`src/rtl/of_ex_stage_reg.sv`:
```
// of_ex_stage_reg: OF->EX pipeline register with two-entry skid buffer, flush-to-bubble and stall counter
module of_ex_stage_reg #(
    parameter int XLEN = 32,
    parameter int CTRL_W = 24,
    parameter logic [XLEN-1:0] NOP_INSTR = 32'h6800_0000,
    parameter int CNT_W = 16
) (
    input  logic              clk,
    input  logic              reset,
    input  logic              flush,
    input  logic              in_valid,
    output logic              in_ready,
    input  logic [XLEN-1:0]   pc_in,
    input  logic [XLEN-1:0]   instr_in,
    input  logic [XLEN-1:0]   a_in,
    input  logic [XLEN-1:0]   b_in,
    input  logic [XLEN-1:0]   op2_in,
    input  logic [XLEN-1:0]   btarget_in,
    input  logic [CTRL_W-1:0] ctrl_in,
    output logic              out_valid,
    input  logic              out_ready,
    output logic [XLEN-1:0]   pc_out,
    output logic [XLEN-1:0]   instr_out,
    output logic [XLEN-1:0]   a_out,
    output logic [XLEN-1:0]   b_out,
    output logic [XLEN-1:0]   op2_out,
    output logic [XLEN-1:0]   btarget_out,
    output logic [CTRL_W-1:0] ctrl_out,
    output logic [1:0]        occupancy,
    output logic [CNT_W-1:0]  stall_cnt
);
    localparam int PW = 6 * XLEN + CTRL_W;
    localparam logic [PW-1:0] BUBBLE = {{XLEN{1'b0}}, NOP_INSTR, {(4 * XLEN + CTRL_W){1'b0}}};
    typedef enum logic [1:0] {EMPTY = 2'd0, ONE = 2'd1, FULL = 2'd2} state_t;
    state_t state;
    logic [PW-1:0] main_q, skid_q, in_pay;
    logic in_fire, out_fire;
    assign in_ready = reset && !flush && (state != FULL);
    assign in_fire = in_valid && in_ready;
    assign out_fire = out_valid && out_ready;
    assign in_pay = {pc_in, instr_in, a_in, b_in, op2_in, btarget_in, ctrl_in};
    assign {pc_out, instr_out, a_out, b_out, op2_out, btarget_out, ctrl_out} = main_q;
    assign occupancy = state;
    // main_q is reloaded with the bubble whenever the stage empties, so outputs stay registered
    always_ff @(posedge clk) begin
        if (!reset) begin
            state <= EMPTY;
            out_valid <= 1'b0;
            main_q <= BUBBLE;
            skid_q <= '0;
            stall_cnt <= '0;
        end else begin
            if (out_valid && !out_ready && stall_cnt != {CNT_W{1'b1}})
                stall_cnt <= stall_cnt + 1'b1;
            if (flush) begin
                state <= EMPTY;
                out_valid <= 1'b0;
                main_q <= BUBBLE;
            end else begin
                case (state)
                    EMPTY: if (in_fire) begin
                        main_q <= in_pay;
                        state <= ONE;
                        out_valid <= 1'b1;
                    end
                    ONE: if (in_fire && out_fire) begin
                        main_q <= in_pay;
                    end else if (in_fire) begin
                        skid_q <= in_pay;
                        state <= FULL;
                    end else if (out_fire) begin
                        main_q <= BUBBLE;
                        state <= EMPTY;
                        out_valid <= 1'b0;
                    end
                    FULL: if (out_fire) begin
                        main_q <= skid_q;
                        state <= ONE;
                    end
                    default: begin
                        state <= EMPTY;
                        out_valid <= 1'b0;
                        main_q <= BUBBLE;
                    end
                endcase
            end
        end
    end
endmodule

```
`config.mk`:
```
export PLATFORM = sky130hd
export DESIGN_NAME = of_ex_stage_reg
export DESIGN_NICKNAME = d
export VERILOG_FILES = /design/src/rtl/of_ex_stage_reg.sv
export SDC_FILE = /design/constraint.sdc
export NUM_CORES = 1
export LEC_CHECK = 0
export ABC_CLOCK_PERIOD_IN_PS = 2400
export CORE_MARGIN = 2
export CORE_UTILIZATION = 48
export DETAILED_ROUTE_END_ITERATION = 8
export PLACE_DENSITY = 0.83
export SLEW_MARGIN = 20
export SYNTH_ARGS = -nofsm -noshare
export SYNTH_HDL_FRONTEND = slang
export SYNTH_SLANG_ARGS = --single-unit
```
`constraint.sdc`:
```
create_clock -name clk -period 2.4 [get_ports clk]
set_input_delay 0.48 -clock clk [delete_from_list [all_inputs] [get_ports clk]]
set_output_delay 0.48 -clock clk [all_outputs]
set_load 0.01 [all_outputs]
```
==> impl_metrics.yaml, run 1 <==
run_status:
  status: "finished clean"
clocking:
  cts_setup_buffers: 0
  clock_path_buffers: 3
  clock_latency_ns: 0.56
  htree_num_levels: 2
  cts_root_buffer: "clkbuf_16"
  clkSinkCount: 451
  cts_tree: "yes"
  cts.clk_slew.worst_paths_ns: 0.06
  cts_buffers: 47
logic_synthesis:
  synth_compound_area_share_pct: 28.4
  avgSynthCellArea_um2: 9.26
  synthAdderAreaFrac_pct: 0.0741
  synth_xor_area_share_pct: 0
  synth_edf_count: 0
  synth_fp_nets: 2046
  syn-cell-area_um2: 16900
  async_flop_share_pct: 0
  yosysWarnings: 0
  synth_seq_cells: 451
  muxShareOfSynthArea_pct: 0.363
  synth_top_flop_cell: "dfxtp_1"
  ys_seq_area_share_pct: 53.5
  synth_top_family_by_area: "compound AO/OA/AOI/OAI gates"
  synthSimpleGateAreaFrac_pct: 12.3
  synth_cells: 1824
  yosys.cell_types.count: 52
grt:
  track_usage_pct: 27.9
  grt_max_degree: 215
  first_global_vias: 15476
  grt_pass1_wl_um: 82600
  grt_overflow: 0
  antenna_found_initial: 5
sta:
  fmax_ghz: 0.441
  rsz0062_at_grt: "false"
  tightestPinTransition_ns: 1.19
  min_period_over_period_pct: 94.5
  final_max_slew_viol_count: 0
  hold_ws_ns: 0.456
  min_period_ns: 2.27
  fin_skew_ns: 0.0145
  final.setup.worst_slack_ns: 0.131
  fin_tns_setup_ns: 0
  slew_headroom_pct: 20.4
  setup_viol: 0
  finalHoldViolCount: 0
place:
  place_congestion: 0.870
  place_ws_ns: -0.194
  port-buffer-count: 456
  dp_hpwl_um: 35200
critical_path:
  worstSetupStartpointType: "input port"
  worstPathArrival_ns: 1.79
  crit_type: "in -> out"
  worst_setup_path_end_kind: "output port"
  max_stage_delay_ns: 0.49
  rrSetupSlack_ns: 0.27
  r2r-end: "main_q[148]"
  crit_start: "flush"
  reg2reg_from: "occupancy[0]"
  crit_fanout: 3
  crit_chain: "clkdlybuf4s50_1, nand2b_1, nor2_1, dlygate4sd2_1"
  reg2regPathDepth: 4
  cp_slowest_cell: "clkdlybuf4s50_1"
  required_ns: 1.92
floorplan:
  std_cell_rows: 68
  die_width_um: 192
  die_y_um: 192
  coreArea_um2: 34600
  start_util_pct: 48.8
  dieArea_um2: 36700
  num_io_pins: 457
power_and_ir_drop:
  power.density_nw_per_um2: 715
  leakage_nw: 8.42
  irDropWorstVdd_mv: 0.615
worst_hold_path:
  holdPathStages: 2
  hold_class: "reg -> reg"
  holdPathEnd: "skid_q[112]"
  min-delay-start: "skid_q[112]"
drt:
  wire_per_inst_um: 19.6
  vias: 15947
  drtIter0Drc: 1305
  drtPass1Iterations: 8
  ant_nets: 0
  routed_wl_um: 53600
  viasPerCell: 5.83
  drc: 0
layout:
  area_delta_synth_final_pct: 41.4
  final_nets: 2461
  layout-drive-gt1-share_pct: 7.47
run:
  maxCapViolations: 0
==> state kept, by name, summed over array words and instances, names as in the netlist <==
signal,cells
main_q,216
skid_q,216
stall_cnt,16
occupancy,2
out_valid,1
==> synthesized netlist by cell type, types with 2 or more instances <==
cell | instances | area [um^2]
dfxtp_1 | 451 | 9030
nand2_1 | 450 | 1690
a21oi_1 | 227 | 1140
a22oi_1 | 215 | 1610
o2bb2ai_1 | 213 | 1870
clkbuf_1 | 84 | 315
buf_2 | 47 | 235
buf_4 | 23 | 173
buf_6 | 15 | 169
nor2_1 | 10 | 37.5
o21ai_0 | 10 | 50.1
nand2b_1 | 6 | 37.5
mux2i_1 | 5 | 50.1
or3_1 | 5 | 31.3
nand3_1 | 4 | 20.0
nand3b_1 | 4 | 30.0
nand4_1 | 4 | 25.0
nor3_1 | 4 | 20.0
and3_1 | 3 | 18.8
inv_1 | 3 | 11.3
or2_2 | 3 | 18.8
a211oi_1 | 2 | 15.0
a31oi_1 | 2 | 12.5
and2_1 | 2 | 12.5
nor2b_1 | 2 | 12.5
nor4_1 | 2 | 12.5
o21a_1 | 2 | 15.0
o22ai_1 | 2 | 12.5
==> layer usage <==
layer / routed length [um] / global-route usage [%] / vias up
li1: - / - / 7408
met1: 20700 / 33.3 / 7706
met2: 25900 / 46.5 / 694
met3: 4690 / 7.45 / 139
met4: 2390 / 13.9 / 0
met5: 0 / 0 / -
==> worst max-delay path by stage <==
stage	endpoint	slack, ns	cells past startpoint
final	in_ready	0.13	4
after global routing	in_ready	0.01	4
after CTS	in_ready	0.09	4
after detailed placement	in_ready	-0.19	4
after global placement	in_ready	-0.20	4
after floorplan	in_ready	0.51	6
==> metrics by stage <==
| stage | area (um^2) | std cells | util, % | total power [mW] |
|---|---|---|---|---|
| finish | 23900 | 2736 | 69.0 | 17.1 |
| global route | 23900 | 2735 | 69.0 | 17.6 |
| CTS | 23900 | 2730 | 68.9 | 17.2 |
| detailed placement | 22200 | 2645 | 64.2 | 9.58 |
| global placement | 22200 | 2645 | 64.2 | 9.55 |
| floorplan | 16900 | 1824 | - | 8.54 |
==> power breakdown <==
| part | switching (mW) | internal (mW) |
|---|---|---|
| Sequential | 0.116 | 7.66 |
| Combinational | 0.762 | 0.894 |
| Clock | 2.93 | 4.72 |
| Total | 3.81 | 13.3 |
==> critical path: cells and delay by family <==
kind          cells  cell delay [ns]
buf+inv           2             0.83
simple gates      2             0.48
==> final cells by class <==
type,count,area [um^2]
fillers,2545,10700
clock inverters,13,221
multi-input cells,1198,6970
repair buffers,537,5630
inverters,4,20.0
clock buffers,72,1420
diodes,6,15.0
well taps,455,569
flip-flops and latches,451,9030
==> layout by cell type (no fill, tap or decap), types with 5 or more instances in the layout <==
| cell type | Yosys | layout |
|---|---|---|
| buf_12 | 0 | 37 |
| a22oi_1 | 215 | 215 |
| clkbuf_16 | 0 | 49 |
| clkinv_2 | 0 | 5 |
| clkdlybuf4s50_1 | 0 | 455 |
| nand2b_1 | 6 | 6 |
| o21ai_0 | 10 | 10 |
| mux2i_1 | 5 | 5 |
| a21oi_1 | 227 | 227 |
| clkbuf_1 | 84 | 12 |
| bufinv_16 | 0 | 6 |
| clkbuf_8 | 0 | 11 |
| o2bb2ai_1 | 213 | 213 |
| diode_2 | 0 | 6 |
| nand2_1 | 450 | 450 |
| nor2_1 | 10 | 10 |
| buf_4 | 23 | 44 |
| dfxtp_1 | 451 | 450 |
==> kinds of logic after synthesis <==
group	after synthesis
adder cells (fa/ha/maj)	1
buffers and inverters	175
flip-flops	451
AND/OR/NAND/NOR	509
multiplexers	6
AO/OA/AOI/OAI	682
==> what timing repair did <==
item,4_1_cts,5_1_grt
hold buffers,0,0
setup endpoints to repair,2,0
resized for setup,2,0
hold endpoints to repair,0,0
Power figures use the tool's default switching activity.
==> run 2: changes to the inputs <==
Settings changed: CORE_MARGIN 2 to 10.
==> run 2 against run 1 <==
  * Fmax shrank 0.94%
  * First-iteration DRC count rose by 6.1%
  * Wire length rose by 8.1%
  * Register-to-register slack improved by 0.15 ns
  * Global-route usage down 2.6 points
  * Critical path type is now reg -> out
==> impl_metrics.yaml, run 2 (same netlist as run 1, synthesis figures left out) <==
sta:
  slew_headroom_pct: 59.9
  tightestPinTransition_ns: 0.600
  min_period_ns: 2.29
  final.setup.worst_slack_ns: 0.109
  min_period_over_period_pct: 95.4
  fmax_ghz: 0.437
  fin_skew_ns: 0.0122
  rsz0062_at_grt: "false"
  hold_ws_ns: 0.453
  setup_viol: 0
  final_max_slew_viol_count: 0
  finalHoldViolCount: 0
clocking:
  cts_root_buffer: "clkbuf_16"
  cts_buffers: 45
  clock_path_buffers: 3
  cts.clk_slew.worst_paths_ns: 0.06
  cts_tree: "yes"
  hold_buffers: 0
  clkSinkCount: 451
  clock_latency_ns: 0.55
  htree_num_levels: 2
place:
  place_ws_ns: -0.0242
  port-buffer-count: 456
  placed_cells: 2641
  place_congestion: 0.888
  dp_hpwl_um: 39200
critical_path:
  max_stage_delay_ns: 0.70
  path_delay_family: "buffers and inverters"
  required_ns: 1.92
  crit_type: "reg -> out"
  crit_fanout: 18
  worstSetupStartpointType: "flip-flop"
  cp_slowest_cell: "clkdlybuf4s50_1"
  crit_chain: "buf_4, clkdlybuf4s50_1"
  worstPathArrival_ns: 1.81
  worst_setup_path_end_kind: "output port"
  path_buf_inv: 2
grt:
  antenna_found_initial: 10
  grt_overflow: 0
  grt_max_degree: 113
  grt_pass1_wl_um: 90500
  first_global_vias: 15869
  track_usage_pct: 25.3
power_and_ir_drop:
  power.density_nw_per_um2: 700
  irDropWorstVdd_mv: 0.561
  leakage_nw: 8.34
run_status:
  status: "finished clean"
drt:
  routed_wl_um: 57900
  drc: 0
  wire_per_inst_um: 21.2
  drtPass1Iterations: 6
  viasPerCell: 5.90
  vias: 16120
  drtIter0Drc: 1385
  ant_nets: 0
layout:
  final_cell_mix: "clkdlybuf4s50_1, nand2_1, dfxtp_1"
  fin_cells: 2731
  area_delta_synth_final_pct: 40.6
  final_nets: 2455
  layout-drive-gt1-share_pct: 7.37
  biggestRegsByFlops: "main_q (216), skid_q (216), stall_cnt (16)"
  layout_commonest_cell: "clkdlybuf4s50_1"
floorplan:
  start_util_pct: 48.8
  die_y_um: 208
  num_io_pins: 457
  coreArea_um2: 34600
  die_width_um: 208
  dieArea_um2: 43100
  std_cell_rows: 68
run:
  maxCapViolations: 0
worst_hold_path:
  hold_class: "reg -> reg"
-- run 2: cell count changes in the layout (fill, tap and decap cells not counted) --
cell / previous run / this run
clkbuf_16: 49 / 45
clkinvlp_4: 1 / 3
clkinv_2: 5 / 11
clkbuf_1: 12 / 7
buf_12: 37 / 38
bufinv_16: 6 / 5
buf_4: 44 / 39
clkbuf_8: 11 / 9
diode_2: 6 / 9
-- run 2: final cells by class --
| type | instances | area, um^2 |
|---|---|---|
| repair buffers | 533 | 5620 |
| clock inverters | 20 | 236 |
| flip-flops and latches | 451 | 9030 |
| inverters | 4 | 20.0 |
| well taps | 455 | 569 |
| clock buffers | 61 | 1280 |
| fillers | 2496 | 10900 |
| diodes | 9 | 22.5 |
| multi-input cells | 1198 | 6970 |
-- run 2: metrics by stage --
stage          util [%]  power, mW  area [um^2]  setup TNS (ns)
5_1_grt            68.6       17.1        23700               0
3_3_place_gp       64.1       9.55        22200               0
3_5_place_dp       64.1       9.58        22200          -0.418
2_1_floorplan         -       8.54        16900               0
4_1_cts            68.5       16.7        23700               0
6_report           68.6       16.6        23700               0
-- run 2: timing repair --
item                       in CTS  in global routing
setup buffers                   0                  0
resized for setup               2                  0
setup endpoints to repair       2                  0
-- run 2: final timing paths --
kind | start | end | slack, ns | cells past startpoint
worst min register to register | skid_q[119] | skid_q[119] | 0.45 | 2
worst max-delay path | occupancy[1] | occupancy[1] | 0.11 | 2
worst max register to register | occupancy[0] | main_q[134] | 0.42 | 6
worst min-delay path | skid_q[119] | skid_q[119] | 0.45 | 2
-- run 2: worst reg2reg max path, cell delays in order (launching register included) --
cell and delay (ns):
dfxtp_2 0.49, a21bo_2 0.32, a21oi_1 0.24, o21a_4 0.23, buf_12 0.24, buf_12 0.19, o2bb2ai_1 0.17
-- run 2: report_power, final --
| part | internal (mW) | switching (mW) | leakage (nW) | total [mW] |
|---|---|---|---|---|
| clock network | 4.27 | 2.91 | 0.746 | 7.17 |
| registers | 7.66 | 0.123 | 3.65 | 7.79 |
| logic | 0.885 | 0.771 | 3.94 | 1.66 |
| total | 12.8 | 3.80 | 8.34 | 16.6 |
-- run 2: routing by layer --
layer / GRT usage (%) / up-vias / part of all wire [%]
met1: 30.3 / 7787 / 39
met5: 0 / - / 0.022
li1: - / 7403 / -
met4: 11.2 / 2 / 4.1
met3: 7.28 / 142 / 9.1
met2: 41.5 / 786 / 48
==> run 3: changes to the inputs <==
Settings changed: ABC_AREA set to 1, CORE_UTILIZATION 48 to 51, PLACE_DENSITY 0.83 to 0.84.
==> run 3 against run 2 <==
  * Critical path depth unchanged
  * Core utilization up 0.34 points
  * Synthesized cell count increased by 64%
  * Clock power grew 4.6%
  * Global-route usage increased by 3.3 points
  * Largest power group unchanged
  * Non-clock buffer count fell by 20
  * Final cell count up 42%
  * Register-to-register slack worse by 0.14 ns
  * Wire length grew 24%
  * Worst setup slack got worse by 0.052 ns
  * Design area grew 12%
  * Highest routed layer unchanged
==> impl_metrics.yaml, run 3 <==
run_status:
  status: "finished clean"
drt:
  routed_wl_um: 72100
  wire_per_inst_um: 18.6
  viasPerCell: 5.73
  drtPass1Iterations: 9
  vias: 22280
  ant_nets: 0
  drtIter0Drc: 2389
  drc: 0
worst_hold_path:
  hold_class: "in -> reg"
  min-delay-start: "reset"
critical_path:
  required_ns: 1.92
  crit_type: "reg -> out"
  worstSetupStartpointType: "flip-flop"
  crit_chain: "buf_4, clkdlybuf4s50_1"
  crit_fanout: 5
  cp_slowest_cell: "clkdlybuf4s50_1"
  worstPathArrival_ns: 1.86
  crit_start: "occupancy[1]"
  reg2reg_from: "occupancy[1]"
  worst_setup_path_end_kind: "output port"
  max_stage_delay_ns: 0.63
sta:
  final_max_slew_viol_count: 0
  min_period_ns: 2.34
  slew_headroom_pct: 31.8
  fin_skew_ns: 0.0123
  min_period_over_period_pct: 97.6
  final.setup.worst_slack_ns: 0.0573
  tightestPinTransition_ns: 1.02
  finalHoldViolCount: 0
  setup_viol: 0
  hold_ws_ns: 0.400
  fmax_ghz: 0.427
clocking:
  cts.clk_slew.worst_paths_ns: 0.06
  cts_root_buffer: "clkbuf_16"
  postCtsResizedCells: 0
  cts_setup_buffers: 0
  hold_buffers: 0
  clock_path_buffers: 3
  clkSinkCount: 451
  cts_tree: "yes"
  cts_buffers: 48
  clock_latency_ns: 0.58
  htree_num_levels: 2
grt:
  grt_max_degree: 218
  first_global_vias: 20740
  track_usage_pct: 28.7
  grt_pass1_wl_um: 112000
  antenna_found_initial: 18
  grt_overflow: 0
layout:
  final_cell_area_um2: 26600
  final_util_pct: 68.9
  final_nets: 3539
  layout-drive-gt1-share_pct: 4.47
  final_cell_mix: "nand2_1, clkdlybuf4s50_1, dfxtp_1"
  area_delta_synth_final_pct: 33.5
  fill_cells: 3010
  layout_commonest_cell: "nand2_1"
  biggestRegsByFlops: "main_q (216), skid_q (216), stall_cnt (16)"
floorplan:
  num_io_pins: 457
  dieArea_um2: 47400
  die_y_um: 218
  start_util_pct: 51.6
  std_cell_rows: 72
  coreArea_um2: 38600
  die_width_um: 218
logic_synthesis:
  synth_seq_cells: 451
  synth_top_cells_by_area: "dfxtp_1, nand2_1, nand3_1"
  synth_fp_nets: 3213
  syn-cell-area_um2: 20000
  yosysMostFrequentCell: "nand2_1"
  synth_edf_count: 0
  yosysWarnings: 0
  synth_top_area_cell: "dfxtp_1"
  yosys.cell_types.count: 27
  synth_commonest_cells: "nand2_1, dfxtp_1, nor2_1"
  synth_top_area_share_pct: 45.2
  synth_cells: 2991
  avgSynthCellArea_um2: 6.67
  async_flop_share_pct: 0
  ys_seq_area_share_pct: 45.2
  synth_top_flop_cell: "dfxtp_1"
place:
  dp_hpwl_um: 45900
  place_congestion: 0.891
  place_area_um2: 25000
  place_ws_ns: -0.0193
  port-buffer-count: 456
power_and_ir_drop:
  leakage_nw: 10.4
  irDropWorstVdd_mv: 0.516
  power.density_nw_per_um2: 625
  power.total_mw: 16.6
run:
  maxCapViolations: 0
## run 3: changes by cell type in the layout (fill, tap and decap cells not counted), moves of 7 or more
cell	before	now
nor2_1	10	450
o21ai_0	10	180
o2bb2ai_1	213	0
xor2_1	0	7
buf_4	39	26
nand2_1	450	917
a22oi_1	215	0
clkbuf_8	9	17
o21ai_1	0	41
nand3_1	4	436
## run 3: critical path, delay by kind of cell, from the launching register on
kind,cells,cell delay [ns]
flops,1,0.46
buf+inv,2,0.83
## run 3: cell families after synthesis
family	share of synthesized area, %
buf+inv	5.50
fa+ha+maj	0.0627
compound gates	11.5
simple gates	37.2
flops	45.2
xor+xnor	0.483
## run 3: layout make-up
class | count | area (um^2) | share of cell area [%]
clock inverter | 10 | 100 | 0.376
sequential | 451 | 9030 | 33.9
antenna | 15 | 37.5 | 0.141
multi-input combinational | 2288 | 9850 | 37.0
clock buffer | 76 | 1500 | 5.62
inverter | 15 | 76.3 | 0.287
tap | 518 | 648 | 2.43
timing repair buffer | 513 | 5390 | 20.2
## run 3: through the flow
step,TNS [ns],std cells
2_1_floorplan,0,2991
3_3_place_gp,0,3785
3_5_place_dp,-0.0835,3785
4_1_cts,0,3871
5_1_grt,-0.0112,3881
6_report,0,3886
## run 3: final timing paths
kind / endpoint / slack (ns) / cells after the start
setup / recovery: occupancy[1] / 0.06 / 2
hold / removal: stall_cnt[11] / 0.40 / 4
setup reg to reg: main_q[105] / 0.28 / 7
hold reg to reg: main_q[129] / 0.46 / 2
## run 3: per-layer routing
layer  track usage, %  up-vias  part of all wire, %
met5                0        -                0.091
met4             14.9       12                  5.0
met3             8.27      243                   11
met2             45.5     1257                   46
met1             34.8    10353                   38
li1                 -    10415                    -
## run 3: report_power, final
part           total [mW]  switching, mW  internal [mW]
clock network        7.50           3.03           4.47
logic                1.52          0.809          0.715
registers            7.62         0.0542           7.57
==> patch 1 (settings of run 3) <==
Make the reset (`reset`) asynchronous in one clocked block.
--- a/src/rtl/of_ex_stage_reg.sv
+++ b/src/rtl/of_ex_stage_reg.sv
@@ -42,7 +42,7 @@
     assign {pc_out, instr_out, a_out, b_out, op2_out, btarget_out, ctrl_out} = main_q;
     assign occupancy = state;
     // main_q is reloaded with the bubble whenever the stage empties, so outputs stay registered
-    always_ff @(posedge clk) begin
+    always_ff @(posedge clk or negedge reset) begin
         if (!reset) begin
             state <= EMPTY;
             out_valid <= 1'b0;
Function: not settled (the Yosys comparison gave no result); the edit may change what the design does.
==> patch 1 against run 3 <==
Cell area up 7.8%; first-iteration DRC count up 21%; highest routed layer unchanged; routed wire length up 3.9%; global-route usage down 0.20 points; setup slack better by 0.14 ns; synthesized area up 9.7%; sequential cell count unchanged.
Power is not compared: it rests on default switching activity, and its combinational part moved more than twofold at a synthesized area within 25%.
==> patch 1: results (changes against run 3) <==
clock tree buffer depth -> 3 (unchanged)
Synth top cells by count -> nand2_1 (1567), nand3_1 (647), dfrtp_1 (448) (was nand2_1 (917), dfxtp_1 (451), nor2_1 (451))
Clk pin slew, worst setup/hold paths -> 0.05 ns
reg2reg path depth -> 8 (was 7)
Yosys cell types -> 26 (was 27)
Reg2Reg Setup Slack -> 0.21 ns (was 0.28 ns)
clock root buffer -> clkbuf_16 (unchanged)
CP peak stage delay -> 0.56 ns (was 0.63 ns)
CTS HTree Levels -> 2 (unchanged)
DP Area -> 27100 sq um (was 25000 sq um)
Regs by FF count -> main_q (216), skid_q (216), stall_cnt (16) (unchanged)
outcome -> completed (unchanged)
HPWL after detailed placement -> 48600 um (was 45900 um)
post-DR wirelength/cell -> 19.1 um (was 18.6 um)
clk_skew -> 0.0121 ns (was 0.0123 ns)
Synth Warn # -> 0 (unchanged)
Num CTS Buffers -> 49 (was 48)
First-pass DRT Iterations -> 8 (was 9)
Initial DRC Count -> 2898 (was 2389)
Area contributors post-synth -> dfrtp_1 (51%), nand2_1 (27%), nand3_1 (15%), buf_2 (2.3%), clkbuf_1 (1.5%) (was dfxtp_1 (45%), nand2_1 (17%), nand3_1 (11%), nor2_1 (8.5%), a21oi_1 (5.8%))
Synth async-reset ratio -> 100% (was 0%)
Top FF cell, synth -> dfrtp_1 (was dfxtp_1)
vias per cell -> 5.66 (was 5.73)
I/O Buffers -> 456 (unchanged)
Clk Latency, worst-skew pair -> 0.57 ns
r2r endpoint -> stall_cnt[15] (was main_q[105])
Max IR drop VDD -> 685 uV
leakage power -> 0.0144 uW
ratio of cells with drive above 1 in the final layout -> 4.45% (was 4.47%)
data arrival time of the worst path -> 1.73 ns (was 1.86 ns)
sequential fraction of the synthesis area -> 51.6% (was 45.2%)
routability cong. -> 0.899 (was 0.891)
largest net degree at the start of global routing -> 217 (was 218)
fin nets -> 3555 (was 3539)
crit-path max FO -> 5 (unchanged)
first-pass GRT wire length -> 119000 um (was 112000 um)
Reg2Reg Launch Point -> stall_cnt[0] (was occupancy[1])
Fillers -> 3292 (was 3010)
syn nets -> 3199 (was 3213)
final hold slack -> 0.295 ns (was 0.400 ns)
Total GRT Usage -> 28.5% (was 28.7%)
critical path's slowest cell -> dlygate4sd3_1 (was clkdlybuf4s50_1)
cell area power density -> 943 nW/um^2
Slew HR -> 23.6% (was 31.8%)
Post-CTS Setup Repair Bufs -> 0 (unchanged)
delay-heaviest family, CP -> buffers and inverters (unchanged)
antenna violations before repair -> 29 (was 18)
HP Class -> in -> async (was in -> reg)
## patch 1: cell count changes after synthesis, moves of 8 or more
| cell | run 3 | this run |
|---|---|---|
| buf_4 | 15 | 6 |
| o21ai_1 | 41 | 0 |
| o21ai_0 | 180 | 15 |
| dfrtp_1 | 0 | 448 |
| buf_2 | 76 | 100 |
| inv_1 | 10 | 26 |
| nand2_1 | 917 | 1567 |
| nor2_1 | 451 | 23 |
| buf_1 | 21 | 13 |
| a21oi_1 | 231 | 2 |
| dfxtp_1 | 451 | 0 |
| clkbuf_1 | 125 | 90 |
| nand3_1 | 437 | 647 |
## patch 1: cell families after synthesis
group	share of synthesized area (%)
xor gates and xnor gates	0.520
adders and majority gates	0.0571
buffers and inverters	4.91
AOI/OAI and AO/OA	0.417
DFF	51.6
and+or+nand+nor	42.5
## patch 1: final cells by class
class / instances / share of cell area [%]
multi-input combinational: 2283 / 33.3
sequential: 451 / 39.3
timing repair buffer: 516 / 19.0
tap: 539 / 2.35
antenna: 24 / 0.209
inverter: 32 / 0.471
clock inverter: 11 / 0.383
clock buffer: 77 / 4.98
## patch 1: worst register-to-register path, cell delays in order, from the launching register on
cell,delay [ns]
dfrtp_1,0.42
ha_1,0.26
nand3_1,0.15
nor3_1,0.40
nand2_1,0.15
nand2_1,0.10
nand2_1,0.31
nand2_1,0.19
o21ai_0,0.09
## patch 1: worst max path at each step
stage                       from       endpoint  slack [ns]  cells after the start
finish                     reset       in_ready        0.19                      5
detailed placement         flush    main_q[154]       -0.02                      9
CTS                        reset       in_ready        0.21                      5
global route        stall_cnt[0]  stall_cnt[15]        0.04                      8
floorplan           stall_cnt[0]  stall_cnt[13]        0.67                      9
global placement           flush    main_q[154]        0.05                      9
## patch 1: layer usage
layer / wire [um] / track usage [%]
met5: 110 / 0
met4: 3820 / 16.1
met3: 6900 / 7.15
met2: 36400 / 46.0
met1: 27700 / 34.3
## patch 1: per-stage QoR
stage | setup WS [ns] | cells | setup TNS, ns
after floorplan | 0.673 | 2977 | 0
after global placement | 0.0542 | 3819 | 0
after detailed placement | -0.0179 | 3819 | -0.0885
after CTS | 0.211 | 3908 | 0
after global routing | 0.0423 | 3928 | 0
final | 0.195 | 3933 | 0
## patch 1: what timing repair did
| item | in CTS | in global routing |
|---|---|---|
| endpoints found under the hold margin | 1 | 0 |
| hold buffers | 1 | 0 |
| gates resized for setup | 2 | 0 |
| setup endpoints to repair | 1 | 0 |
## patch 1: where the power goes
part | switching (uW) | internal (uW) | total [uW] | leakage [uW]
Combinational | 4670 | 3430 | 8100 | 0.00782
Clock | 3090 | 4290 | 7380 | 0.000753
Sequential | 1540 | 10000 | 11600 | 0.00586
Total | 9300 | 17800 | 27100 | 0.0144
==> patch 2 (settings of run 3) <==
Without the edit above. Set the parameter `CTRL_W` to 48 (it was 24).
--- a/src/rtl/of_ex_stage_reg.sv
+++ b/src/rtl/of_ex_stage_reg.sv
@@ -1,7 +1,7 @@
 // of_ex_stage_reg: OF->EX pipeline register with two-entry skid buffer, flush-to-bubble and stall counter
 module of_ex_stage_reg #(
     parameter int XLEN = 32,
-    parameter int CTRL_W = 24,
+    parameter int CTRL_W = 48,
     parameter logic [XLEN-1:0] NOP_INSTR = 32'h6800_0000,
     parameter int CNT_W = 16
 ) (
Interface: changed (resized ctrl_in and ctrl_out); port bits go from 457 to 505. The function was not compared with the original's and may differ.
==> patch 2 against run 3 <==
The run now ends with slew limit left; total power is 11% higher; cell area up 11%; setup slack gained 0.050 ns; count of clock-buffer cells in the layout decreased by 2; sequential cell count increased by 48; synthesized area rose by 10%; utilization is 0.29 points higher; routed wire length grew 8.9%; critical path type unchanged; critical endpoint unchanged.
==> patch 2: results (changes against run 3) <==
HPWL after detailed placement -> 50200 um (was 45900 um)
CTS HTree Levels -> 2 (unchanged)
multiplexer share of the synthesized area -> 0% (unchanged)
largest net degree at the start of global routing -> 246 (was 218)
outcome -> complete, but fails checks (was completed)
fin nets -> 3932 (was 3539)
Fillers -> 3481 (was 3010)
pre-CTS WS -> -0.192 ns (was -0.0193 ns)
Regs by FF count -> main_q (240), skid_q (240), stall_cnt (16) (was main_q (216), skid_q (216), stall_cnt (16))
data arrival time of the worst path -> 1.81 ns (was 1.86 ns)
routability cong. -> 0.858 (was 0.891)
Clk pin slew, worst setup/hold paths -> 0.06 ns (about the same)
Total GRT Usage -> 28.9% (was 28.7%)
Num CTS Buffers -> 53 (was 48)
clock root buffer -> clkbuf_16 (unchanged)
Post-CTS Setup Repair Bufs -> 0 (unchanged)
routed via count -> 24.1k (was 22.3k)
DIE AREA -> 51800 sq um (was 47400 sq um)
Max IR drop VDD -> 596 uV (was 516 uV)
Area contributors post-synth -> dfxtp_1 (45%), nand2_1 (17%), nand3_1 (11%), nor2_1 (8.5%), a21oi_1 (5.8%) (unchanged)
crit-path max FO -> 5 (unchanged)
Clk Latency, worst-skew pair -> 0.59 ns
Compound-Gate Fraction of Synth Area -> 11.4% (was 11.5%)
I/O Buffers -> 504 (was 456)
top-count cell post-synth -> nand2_1 (unchanged)
leakage power -> 0.0117 uW (was 0.0104 uW)
post-synthesis xor/xnor area fraction -> 0.319% (was 0.483%)
clock tree buffer depth -> 3 (unchanged)
First-pass DRT Iterations -> 6 (was 9)
Initial DRC Count -> 2926 (was 2389)
first-pass GRT wire length -> 122000 um (was 112000 um)
HP Class -> in -> reg (unchanged)
failing checks -> slew limit
Yosys cell types -> 24 (was 27)
ratio of cells with drive above 1 in the final layout -> 5.04% (was 4.47%)
WL final -> 78600 um (was 72100 um)
syn nets -> 3552 (was 3213)
sequential fraction of the synthesis area -> 45.4% (was 45.2%)
Slew @ Worst Pin -> 1.62 ns (was 1.02 ns)
antenna violations before repair -> 22 (was 18)
fin. max-slew vios -> 79 (was 0)
Synth Area in Adders -> 0.0569% (was 0.0627%)
Synth async-reset ratio -> 0% (unchanged)
Synth Warn # -> 0 (unchanged)
clk_skew -> 0.0133 ns (was 0.0123 ns)
vias in the first global route -> 22.0k (was 20.7k)
Synth top cells by count -> nand2_1 (1005), nor2_1 (501), dfxtp_1 (499) (was nand2_1 (917), dfxtp_1 (451), nor2_1 (451))
[patch 2: cells by family after synthesis]
| group | after synthesis |
|---|---|
| and+or+nand+nor | 2008 |
| AOI/OAI and AO/OA | 502 |
| DFF | 499 |
| buffers and inverters | 288 |
| xor gates and xnor gates | 8 |
| adders and majority gates | 1 |
[patch 2: cell type report]
cell class	instances	area, sq um	area share (%)
Timing Repair Buffer	588	6200	20.9
Clock buffer	74	1520	5.11
Multi-Input combinational cell	2519	10800	36.5
Sequential cell	499	9990	33.7
Tap cell	585	732	2.47
Antenna cell	17	42.5	0.143
Inverter	25	114	0.384
Clock inverter	22	246	0.831
[patch 2: per-stage QoR]
step,instance area (sq um),cells
detailed placement,27900,4216
floorplan,22000,3306
global placement,27900,4216
finish,29700,4329
CTS,29600,4312
global route,29700,4326
[patch 2: critical path, cell delays in order (launching register included)]
cell and delay [ns]:
dfxtp_1 0.43, buf_4 0.20, clkdlybuf4s50_1 0.60
[patch 2: what timing repair did]
| action | 4_1_cts | 5_1_grt |
|---|---|---|
| hold buffers | 0 | 0 |
| gates resized for setup | 4 | 0 |
| endpoints found under the setup margin | 1 | 0 |
[patch 2: power by group]
| part | total (uW) | switching, uW | internal [uW] |
|---|---|---|---|
| Sequential | 8430 | 56.9 | 8370 |
| Combinational | 1710 | 892 | 820 |
| Clock | 8350 | 3420 | 4930 |
| Total | 18500 | 4370 | 14100 |
[patch 2: final timing paths]
| path | start | slack [ns] | cells past startpoint | endpoint |
|---|---|---|---|---|
| setup reg to reg | occupancy[1] | 0.35 | 8 | skid_q[65] |
| hold / removal | reset | 0.37 | 4 | stall_cnt[8] |
| setup / recovery | occupancy[1] | 0.11 | 2 | occupancy[1] |
| hold reg to reg | main_q[49] | 0.46 | 2 | main_q[49] |
[patch 2: layer usage]
layer	track usage (%)	vias up	wire [um]
met2	46.5	1180	36600
met3	8.35	183	8780
met5	0	-	91
met4	11.6	14	2540
met1	35.8	11200	30600
li1	-	11500	-
